### config.mk
export PLATFORM = sky130hd
export DESIGN_NAME = mac_accumulator
export DESIGN_NICKNAME = d
export VERILOG_FILES = /design/src/rtl/mac_pkg.sv /design/src/rtl/mac_accumulator_mult.sv /design/src/rtl/mac_accumulator.sv
export SDC_FILE = /design/constraint.sdc
export NUM_CORES = 1
export LEC_CHECK = 0
export CAP_MARGIN = 20
export CORE_MARGIN = 2
export CORE_UTILIZATION = 40
export CTS_CLUSTER_DIAMETER = 80
export DETAILED_ROUTE_END_ITERATION = 12
export PLACE_DENSITY = 0.7
export SETUP_SLACK_MARGIN = 0.1
export SLEW_MARGIN = 20
export SYNTH_ARGS = -nofsm -noshare
export SYNTH_HDL_FRONTEND = slang
export SYNTH_HIERARCHICAL = 1
export SYNTH_SLANG_ARGS = --single-unit
### constraint.sdc
create_clock -name clk -period 8.6 [get_ports clk]
set_input_delay 1.72 -clock clk [delete_from_list [all_inputs] [get_ports clk]]
set_output_delay 1.72 -clock clk [all_outputs]
set_load 0.02 [all_outputs]
### src/rtl/mac_pkg.sv
// Shared widths and limits for the multiply-accumulate stage.
// Operands are 4-bit unsigned; the product feeding the accumulator is 8 bits.
package mac_pkg;
   localparam int OPND_W    = 4;
   localparam int PROD_W    = 8;
   localparam int ACC_W_DEF = 12;
   localparam int CNT_W_DEF = 8;

   localparam logic [ACC_W_DEF-1:0] ACC_MAX = '1;
   localparam logic [CNT_W_DEF-1:0] CNT_MAX = '1;

   typedef struct packed {
      logic [OPND_W-1:0] a;
      logic [OPND_W-1:0] b;
      logic              last;
   } s1_t;
endpackage

### src/rtl/mac_accumulator_mult.sv
// 4x4 unsigned combinational multiplier feeding the accumulator.
module mac_accumulator_mult
   import mac_pkg::*;
(
   output logic [PROD_W-1:0] p,
   input  logic [OPND_W-1:0] a,
   input  logic [OPND_W-1:0] b
);
   assign p = PROD_W'(a) * PROD_W'(b);
endmodule

### src/rtl/mac_accumulator.sv
// Registered operand stage, multiplier and saturating group accumulator with
// a held valid/ready result register.
module mac_accumulator
   import mac_pkg::*;
#(
   parameter int ACC_W = ACC_W_DEF,
   parameter int CNT_W = CNT_W_DEF
) (
   input  logic              clk,
   input  logic              rst_n,
   input  logic              clear,
   input  logic              in_valid,
   output logic              in_ready,
   input  logic [OPND_W-1:0] in_a,
   input  logic [OPND_W-1:0] in_b,
   input  logic              in_last,
   output logic              out_valid,
   input  logic              out_ready,
   output logic [ACC_W-1:0]  out_sum,
   output logic [CNT_W-1:0]  out_count,
   output logic              out_ovf
);
   localparam logic [ACC_W-1:0] ACC_SAT = '1;
   localparam logic [CNT_W-1:0] CNT_SAT = '1;

   s1_t               s1;
   logic              s1_valid;
   logic [PROD_W-1:0] p;
   logic [ACC_W-1:0]  acc;
   logic [CNT_W-1:0]  cnt;
   logic              ovf;

   logic              advance;
   logic              adv_last;
   logic              in_fire;
   logic [ACC_W:0]    sum_w;
   logic              beat_ovf;
   logic [ACC_W-1:0]  sum_sat;
   logic [CNT_W-1:0]  cnt_inc;

   // Only a last pair blocked by an unaccepted result holds stage 1.
   assign advance  = s1_valid && !(s1.last && out_valid && !out_ready);
   assign adv_last = advance && s1.last;
   assign in_ready = !clear && (!s1_valid || advance);
   assign in_fire  = in_valid && in_ready;

   mac_accumulator_mult u_mult (
      .p (p),
      .a (s1.a),
      .b (s1.b)
   );

   // acc <= ACC_SAT and p <= 225, so one carry bit covers every overflow.
   assign sum_w    = {1'b0, acc} + (ACC_W+1)'(p);
   assign beat_ovf = sum_w[ACC_W];
   assign sum_sat  = beat_ovf ? ACC_SAT : sum_w[ACC_W-1:0];
   assign cnt_inc  = (cnt == CNT_SAT) ? cnt : cnt + 1'b1;

   always_ff @(posedge clk or negedge rst_n) begin
      if (!rst_n) begin
         s1_valid <= 1'b0;
         s1       <= '0;
      end else if (clear) begin
         s1_valid <= 1'b0;
      end else if (in_fire) begin
         s1_valid <= 1'b1;
         s1       <= '{a: in_a, b: in_b, last: in_last};
      end else if (advance) begin
         s1_valid <= 1'b0;
      end
   end

   always_ff @(posedge clk or negedge rst_n) begin
      if (!rst_n) begin
         acc <= '0;
         cnt <= '0;
         ovf <= 1'b0;
      end else if (clear || adv_last) begin
         acc <= '0;
         cnt <= '0;
         ovf <= 1'b0;
      end else if (advance) begin
         acc <= sum_sat;
         cnt <= cnt_inc;
         ovf <= ovf | beat_ovf;
      end
   end

   // A flushed group never reaches the result register.
   always_ff @(posedge clk or negedge rst_n) begin
      if (!rst_n) begin
         out_valid <= 1'b0;
         out_sum   <= '0;
         out_count <= '0;
         out_ovf   <= 1'b0;
      end else if (adv_last && !clear) begin
         out_valid <= 1'b1;
         out_sum   <= sum_sat;
         out_count <= cnt_inc;
         out_ovf   <= ovf | beat_ovf;
      end else if (out_valid && out_ready) begin
         out_valid <= 1'b0;
      end
   end
endmodule

Word level (Yosys, flattened, before mapping)
Index checks and enable logic that the tools add are counted.
- add/subtract/negate cells: 2
- multipliers: 1
- equal/unequal tests: 1
- multiplexer cells: 13
- bitwise operators: 2
- reduce and logical (&&, ||, !) cells: 18
- operator list (kind ; number):
    $mux 12 ; 3
    $mux 8 ; 3
    $add 12x8->13 ; 1
    $add 8x1->8 const B ; 1
    $eq 8x8->1 const B ; 1
    $logic_and 1x1->1 ; 8
    $mul 4x4->8 ; 1
    $mux 1 ; 7
    $logic_not 1->1 ; 4
    $reduce_bool 2->1 ; 2
    $reduce_bool 3->1 ; 1
    $logic_or 1x1->1 ; 2
    $reduce_and 2->1 ; 1
    $not 1->1 ; 1
    $or 1x1->1 ; 1
- register bits after elaboration: 53
- bits of input ports: 14
- output and inout port bits: 23
- logic and storage cells: 48

Depth between registers and ports, before layout
Gate-level depths: netlist of the first run.
- depth after elaboration: 9
- gate-level depth with buffers: 14
- depth with buffers taken out: 14

By module
The synthesis of the first run kept the hierarchy.
- by module, submodules not included (module ; times used ; cells each ; area each (um2) ; sequential area each (um2)):
    mac_accumulator ; 1 ; 269 ; 2726.4 ; 1326.3
    mac_accumulator_mult ; 1 ; 51 ; 447.9 ; 0.0

Least setup slack after synthesis of the first run
No wires, ideal clock.
- path type: in2out
- start: input port out_ready
- end: output port in_ready
- arrival: 2366 ps
- data required time: 6880 ps
- setup slack: 4514 ps
- stages on the path: 2
- path buffers: 0
- cells stage by stage: and2b_1 a31oi_1
- longest elaborated chain between the ends: 6
- RTL lines (element ; line ; text):
    from (decl) ; mac_accumulator.sv:18 ; input logic out_ready,
    $logic_not 1->1 ; mac_accumulator.sv:42 ; assign advance = s1_valid && !(s1.last && out_valid && !out_ready);
    $logic_and 1x1->1 ; mac_accumulator.sv:42 ;
    $logic_not 1->1 ; mac_accumulator.sv:42 ;
    $logic_and 1x1->1 ; mac_accumulator.sv:42 ;
    $logic_or 1x1->1 ; mac_accumulator.sv:44 ; assign in_ready = !clear && (!s1_valid || advance);
    $logic_and 1x1->1 ; mac_accumulator.sv:44 ;
    to (decl) ; mac_accumulator.sv:13 ; output logic in_ready,
Every way passes these cells.

Final worst setup path of the first run
Ends and elaborated chain as after synthesis.

==> results of run 1 <==
layout make-up:
class                   instances  area, µm²  share of cell area (%)
flip-flops and latches         53       1330                    35.7
clock inverters                 2       13.8                   0.371
well taps                     102        128                    3.44
multi-input cells             251       1780                    47.9
repair buffers                 37        363                    9.78
clock buffers                   6       82.6                    2.23
inverters                       5       18.8                   0.506
registers in the layout, summed over array words and instances (netlist names):
| name | flops |
|---|---|
| out_sum | 12 |
| ovf | 1 |
| s1_valid | 1 |
| s1 | 9 |
| out_valid | 1 |
| out_count | 8 |
| cnt | 8 |
| acc | 12 |
| out_ovf | 1 |
metal layers:
metal / track usage [%] / share of wire (%) / vias to the layer above
met5: 0 / 0 / -
met4: 4.04 / 1.2 / 0
met3: 2.18 / 1.7 / 7
met2: 28.4 / 52 / 25
met1: 19.7 / 45 / 1178
li1: - / - / 1217
stage by stage:
step	setup slack, ps	area [µm²]	util (%)	instances	hold WS (ps)
5_1_grt	3530	3710	48.0	456	528
4_1_cts	3640	3710	48.0	456	494
2_1_floorplan	4510	3170	-	320	454
3_5_place_dp	3640	3610	46.8	448	471
3_3_place_gp	3630	3610	46.8	448	457
6_report	3650	3710	48.0	456	488
layout by cell type, fill, tap and decap left out, types with 2 or more instances in the layout:
| master | instances |
|---|---|
| a21oi_1 | 15 |
| xnor2_1 | 7 |
| clkdlybuf4s50_1 | 35 |
| o21ai_0 | 27 |
| ha_1 | 21 |
| and2_1 | 14 |
| o21ai_1 | 11 |
| or2_2 | 3 |
| o211ai_1 | 3 |
| o2111a_1 | 2 |
| a21oi_2 | 2 |
| nand2_1 | 42 |
| xor2_1 | 5 |
| nand2b_1 | 4 |
| a211oi_2 | 2 |
| fa_1 | 5 |
| dfrtp_1 | 53 |
| o22a_1 | 2 |
| nand3_1 | 8 |
| and3_1 | 3 |
| mux2i_1 | 3 |
| o31ai_1 | 3 |
| a21o_1 | 6 |
| a31oi_1 | 5 |
| nor3b_1 | 3 |
| nor2_1 | 18 |
| inv_1 | 5 |
| clkbuf_8 | 6 |
| mux2_2 | 9 |
| nor3_1 | 2 |
synthesized netlist by cell type, drive strengths merged (2+ instances only):
| cell type | count | share of area, % |
|---|---|---|
| nand3 | 8 | 1.3 |
| nor2 | 18 | 2.1 |
| o2111a | 2 | 0.71 |
| fa | 5 | 3.2 |
| nand2 | 42 | 5.0 |
| xor2 | 5 | 1.4 |
| and3 | 3 | 0.59 |
| mux2i | 3 | 0.95 |
| o21ai | 39 | 6.3 |
| a31oi | 5 | 0.99 |
| dfrtp | 53 | 42 |
| inv | 5 | 0.59 |
| a21o | 7 | 1.7 |
| o31ai | 4 | 1.1 |
| buf | 6 | 0.95 |
| o211ai | 4 | 1.1 |
| mux2 | 9 | 3.2 |
| a21oi | 17 | 2.9 |
| nand2b | 4 | 0.79 |
| nand4 | 2 | 0.59 |
| xnor2 | 7 | 1.9 |
| nor3b | 4 | 1.1 |
| nor3 | 3 | 0.63 |
| or2 | 3 | 0.59 |
| and2 | 14 | 2.8 |
| clkbuf | 5 | 0.63 |
| o22a | 2 | 0.55 |
| ha | 21 | 8.3 |
| a211oi | 4 | 1.7 |
worst max path at each step:
stage / start / endpoint / slack, ps / depth (start not counted)
floorplan: out_ready / in_ready / 4510 / 2
global placement: out_ready / in_ready / 3630 / 4
detailed placement: out_ready / in_ready / 3640 / 4
CTS: out_ready / in_ready / 3640 / 4
global route: out_ready / in_ready / 3530 / 4
finish: out_ready / in_ready / 3650 / 4
critical path, stage by stage:
cell             delay (ps)
clkdlybuf4s50_1         440
and2b_1                 220
a31oi_1                 210
clkdlybuf4s50_1         640
logic make-up after synthesis:
| logic type | count (synthesis) |
|---|---|
| AO/OA/AOI/OAI | 93 |
| XOR/XNOR | 12 |
| adder cells (fa/ha/maj) | 26 |
| buffers and inverters | 16 |
| flip-flops | 53 |
| multiplexers | 12 |
| AND/OR/NAND/NOR | 108 |
power groups by stage:
stage / Combinational (µW) / Sequential [µW] / Clock (µW)
after global routing: 367 / 313 / 164
after floorplan: 206 / 332 / 0
final: 327 / 307 / 151
after CTS: 330 / 308 / 155
after global placement: 321 / 312 / 0
after detailed placement: 328 / 313 / 0
==> run summary, run 1 <==
Post-synth EDFFs: 0
CTS tree: built
Initial Util: 41.1%
Critical Path RT: 6880 ps
Die area: 0.00866 mm²
Leakage: 0.00170 µW
Sw Share: 37.2%
Measured slew at the worst slew-check pin: 977 ps
PD cells: 211 mW/mm²
Routed Wire Length: 6.25 mm
Unrepaired setup endpoints after global routing: no
DR WL/cell: 13.7 µm
Grt total ovfl: 0
Clock power share: 19.2%
Largest family of logic cells by synthesized area: compound AO/OA/AOI/OAI gates
Slew Viols, Final: 0
Power Internal: 492 µW
Synth Area per Inst: 9.92 µm²
Yosys reg bits: 53
Clk buf depth: 2
Largest net degree at the start of global routing: 54
Worst r2r src: s1[5]$_DFFE_PN0P_
Core ar.: 0.00773 mm²
DRC viols: 0
Clock sinks: 53
Final hold violations: 0
Final GP Congestion: 0.827
Crit path arrival time: 3230 ps
CP max FO: 6
# IOs: 37
Net Switching: 292 µW
Worst Skew: 8.54 ps
Min Tclk post-route: 4950 ps
Post-DP HPWL: 4.63 mm
Post-Syn Nets: 360
Final Cycle Share: 57.6%
Adder-Cell Fraction of Synth Area: 11.4%
Placement Rows: 32
Worst R2R Path Depth: 13
Mux cell area share after synthesis: 4.14%
Vias in the first global route: 2440
DR iter-0 viols: 109
Antenna violations before repair: 0
Fraction of registers with async set or reset after synthesis: 100%
H-tree depth: 2
Vias: 2427
Worst-skew pair later-pin latency: 310 ps
Fin nets: 393
CP endpoint kind: output pin
Number of fill cells: 697
Sequential share of power: 39.1%
Min-delay worst type: reg -> reg
Share of the yosys chip area belonging to registers: 41.8%
Max-slew headroom: 34.6%
Total iterations of the first detailed-routing run: 4
Status: finished clean
Layout cells sized above 1: 10.2%
CTS root buffer: clkbuf_8
Port Buffer Count: 36
Synth Area in Compound Gates: 19.5%
Post-Syn Area: 0.00317 mm²
Fmax: 0.202 GHz
FF-to-FF setup slack: 4370 ps
DIE WIDTH: 93.1 µm
Post-CTS setup repair buffer count: 0
Via density: 5.32
Total track usage: 15.7%
Synthesized instance count: 320
CTS buffer count: 5
Post-synthesis cell type count: 57
Prevailing post-synth register cell: dfrtp_1
CP Class: in -> out
Area growth, synth to finish: 16.9%
Hold-critical path endpoint: out_count[2]$_DFFE_PN0P_
First-pass GRT wire length: 11.1 mm
Simple-Gate Fraction of Synth Area: 17.7%
RR Endpoint: acc[8]$_DFFE_PN0P_
Clock-pin slew on the worst setup and hold paths: 100 ps
Setup TNS: 0 ps
CTS resizes: 0
Gate power share: 41.7%
Power consumption: 785 µW
CP Launch Type: input pin
Yosys warns: 6
WHS Path Cells: 2
Max Cap Violations: 0
HP Start: out_count[2]$_DFFE_PN0P_
N_diodes: 0
Worst VDD drop: 0.0733 mV
Post-Synth XOR/XNOR Area: 3.31%
Setup violations, final: 0
Remaining antenna violation count: 0
CTS hold repair buffers: 0
Die height: 93.1 µm
Note: power is estimated with default switching activity, not from simulation.
==> run 2, diff against run 1 <==
==> constraint.sdc (replaced) <==
create_clock -name clk -period 4.7 [get_ports clk]
set_input_delay 0.94 -clock clk [delete_from_list [all_inputs] [get_ports clk]]
set_output_delay 0.94 -clock clk [all_outputs]
set_load 0.02 [all_outputs]
==> run summary, run 2 (synthesis results as in run 1) <==
Status: finished clean
Fin nets: 393
CP endpoint kind: register
Placement Rows: 32
DIE WIDTH: 93.1 µm
Worst-skew pair later-pin latency: 310 ps
CP max FO: 10
CTS hold repair buffers: 0
Min-delay worst type: reg -> reg
CTS root buffer: clkbuf_8
Die height: 93.1 µm
Antenna violations before repair: 0
Unrepaired setup endpoints after global routing: no
Post-route design area: 0.00370 mm²
CP Launch Type: register
Slowest cell on the critical path: fa_1
Crit-path cells: nand2_1 > fa_1 > inv_1 > fa_1 > ha_1 > a211oi_1 > or4b_1 > o2111ai_1 > ha_1 > a21oi_2 > a21boi_2 > o21ai_0 > a22o_1
Clk buf depth: 2
Total track usage: 15.7%
Area growth, synth to finish: 16.6%
Setup TNS: 0 ps
CTS resizes: 0
Initial Util: 41.1%
Critical Path RT: 4900 ps
PD cells: 382 mW/mm²
Port Buffer Count: 36
# IOs: 37
DR iter-0 viols: 123
Crit path arrival time: 4380 ps
Final GP Congestion: 0.870
Min Tclk post-route: 4180 ps
DR WL/cell: 13.8 µm
Via density: 5.37
Post-DP HPWL: 4.71 mm
Clock-pin slew on the worst setup and hold paths: 100 ps
Measured slew at the worst slew-check pin: 1020 ps
Total iterations of the first detailed-routing run: 4
Vias: 2449
Max-slew headroom: 31.6%
Slew Viols, Final: 0
Commonest non-fill, non-tap cell in the layout: dfrtp_1
Final hold violations: 0
Leakage: 0.00169 µW
Post-CTS setup repair buffer count: 0
Clock sinks: 53
Max Cap Violations: 0
Top Registers: acc x12, out_sum x12, s1 x9
Final core occ: 47.9%
Worst VDD drop: 0.133 mV
DRC viols: 0
Setup violations, final: 0
CP Class: reg -> reg
Remaining antenna violation count: 0
CTS buffer count: 5
Vias in the first global route: 2387
H-tree depth: 2
Die area: 0.00866 mm²
CTS tree: built
Core ar.: 0.00773 mm²
First-pass GRT wire length: 11.0 mm
Worst Skew: 8.45 ps
Fmax: 0.239 GHz
Grt total ovfl: 0
Final Cycle Share: 88.9%
N_diodes: 0
Routed Wire Length: 6.27 mm
Post-Place Cell Area: 0.00361 mm²
Critical path's largest stage delay: 540 ps
Largest net degree at the start of global routing: 54
Most frequent cells in the layout: 53 x dfrtp_1, 42 x nand2_1, 35 x clkdlybuf4s50_1
Hold Slack: 489 ps
Layout cells sized above 1: 9.89%
==> run 2: cell types whose count changed in the layout (fill, tap and decap cells not counted) <==
cell / change
inv_6: +1
clkbuf_1: +1
clkbuf_8: -1
clkinv_4: -1
==> run 2: layout make-up <==
| class | count | area (µm²) |
|---|---|---|
| fill | 713 | 4030 |
| clock buffer | 6 | 72.6 |
| clock inverter | 2 | 13.8 |
| sequential | 53 | 1330 |
| tap | 102 | 128 |
| inverter | 5 | 18.8 |
| multi-input combinational | 251 | 1780 |
| timing repair buffer | 37 | 363 |
==> run 2: final timing paths <==
kind                                        start                     end  slack, ps  cells after the start
min in group asynchronous                   rst_n  out_sum[0]$_DFFE_PN0P_        730                      2
min                        out_sum[1]$_DFFE_PN0P_  out_sum[1]$_DFFE_PN0P_        490                      2
max reg2reg                     s1[4]$_DFFE_PN0P_      acc[8]$_DFFE_PN0P_        520                     13
max                             s1[4]$_DFFE_PN0P_      acc[8]$_DFFE_PN0P_        520                     13
min reg2reg                out_sum[1]$_DFFE_PN0P_  out_sum[1]$_DFFE_PN0P_        490                      2
max in group asynchronous                   rst_n         ovf$_DFFE_PN0P_       3490                      2
==> run 2: layer usage <==
metal | GRT usage (%) | wire, µm | up-vias
met5 | 0 | 0 | -
met4 | 5.39 | 153 | 0
met3 | 2.18 | 124 | 11
met2 | 27.0 | 3170 | 34
met1 | 20.3 | 2820 | 1195
li1 | - | - | 1209
==> run 2: where the power goes <==
part	leakage, µW	switching, µW	total [µW]	internal [µW]
logic	0.000944	332	597	265
registers	0.000701	44.0	560	516
clock network	0.0000456	151	258	107
total	0.00169	527	1410	888
==> run 2: stage by stage <==
step | cells | setup WS (ps) | total power [µW]
after floorplan | 320 | 844 | 986
after global placement | 448 | 638 | 1160
after detailed placement | 448 | 539 | 1170
after CTS | 456 | 524 | 1430
after global routing | 456 | 276 | 1520
final | 456 | 522 | 1410
==> run 2: worst max-delay path: cells and delay by family (launching register included) <==
family	cells	cell delay (ps)
simple gates	2	600
flops	1	400
compound gates	6	1280
buf+inv	1	60
fa+ha+maj	4	1720
==> run 3, diff against run 2 <==
==> constraint.sdc (replaced) <==
create_clock -name clk -period 4.7 [get_ports clk]
set_input_delay 0.705 -clock clk [delete_from_list [all_inputs] [get_ports clk]]
set_output_delay 0.705 -clock clk [all_outputs]
set_load 0.02 [all_outputs]
==> results of run 3 <==
The final DEF is identical to that of run 2. Status: finished clean.
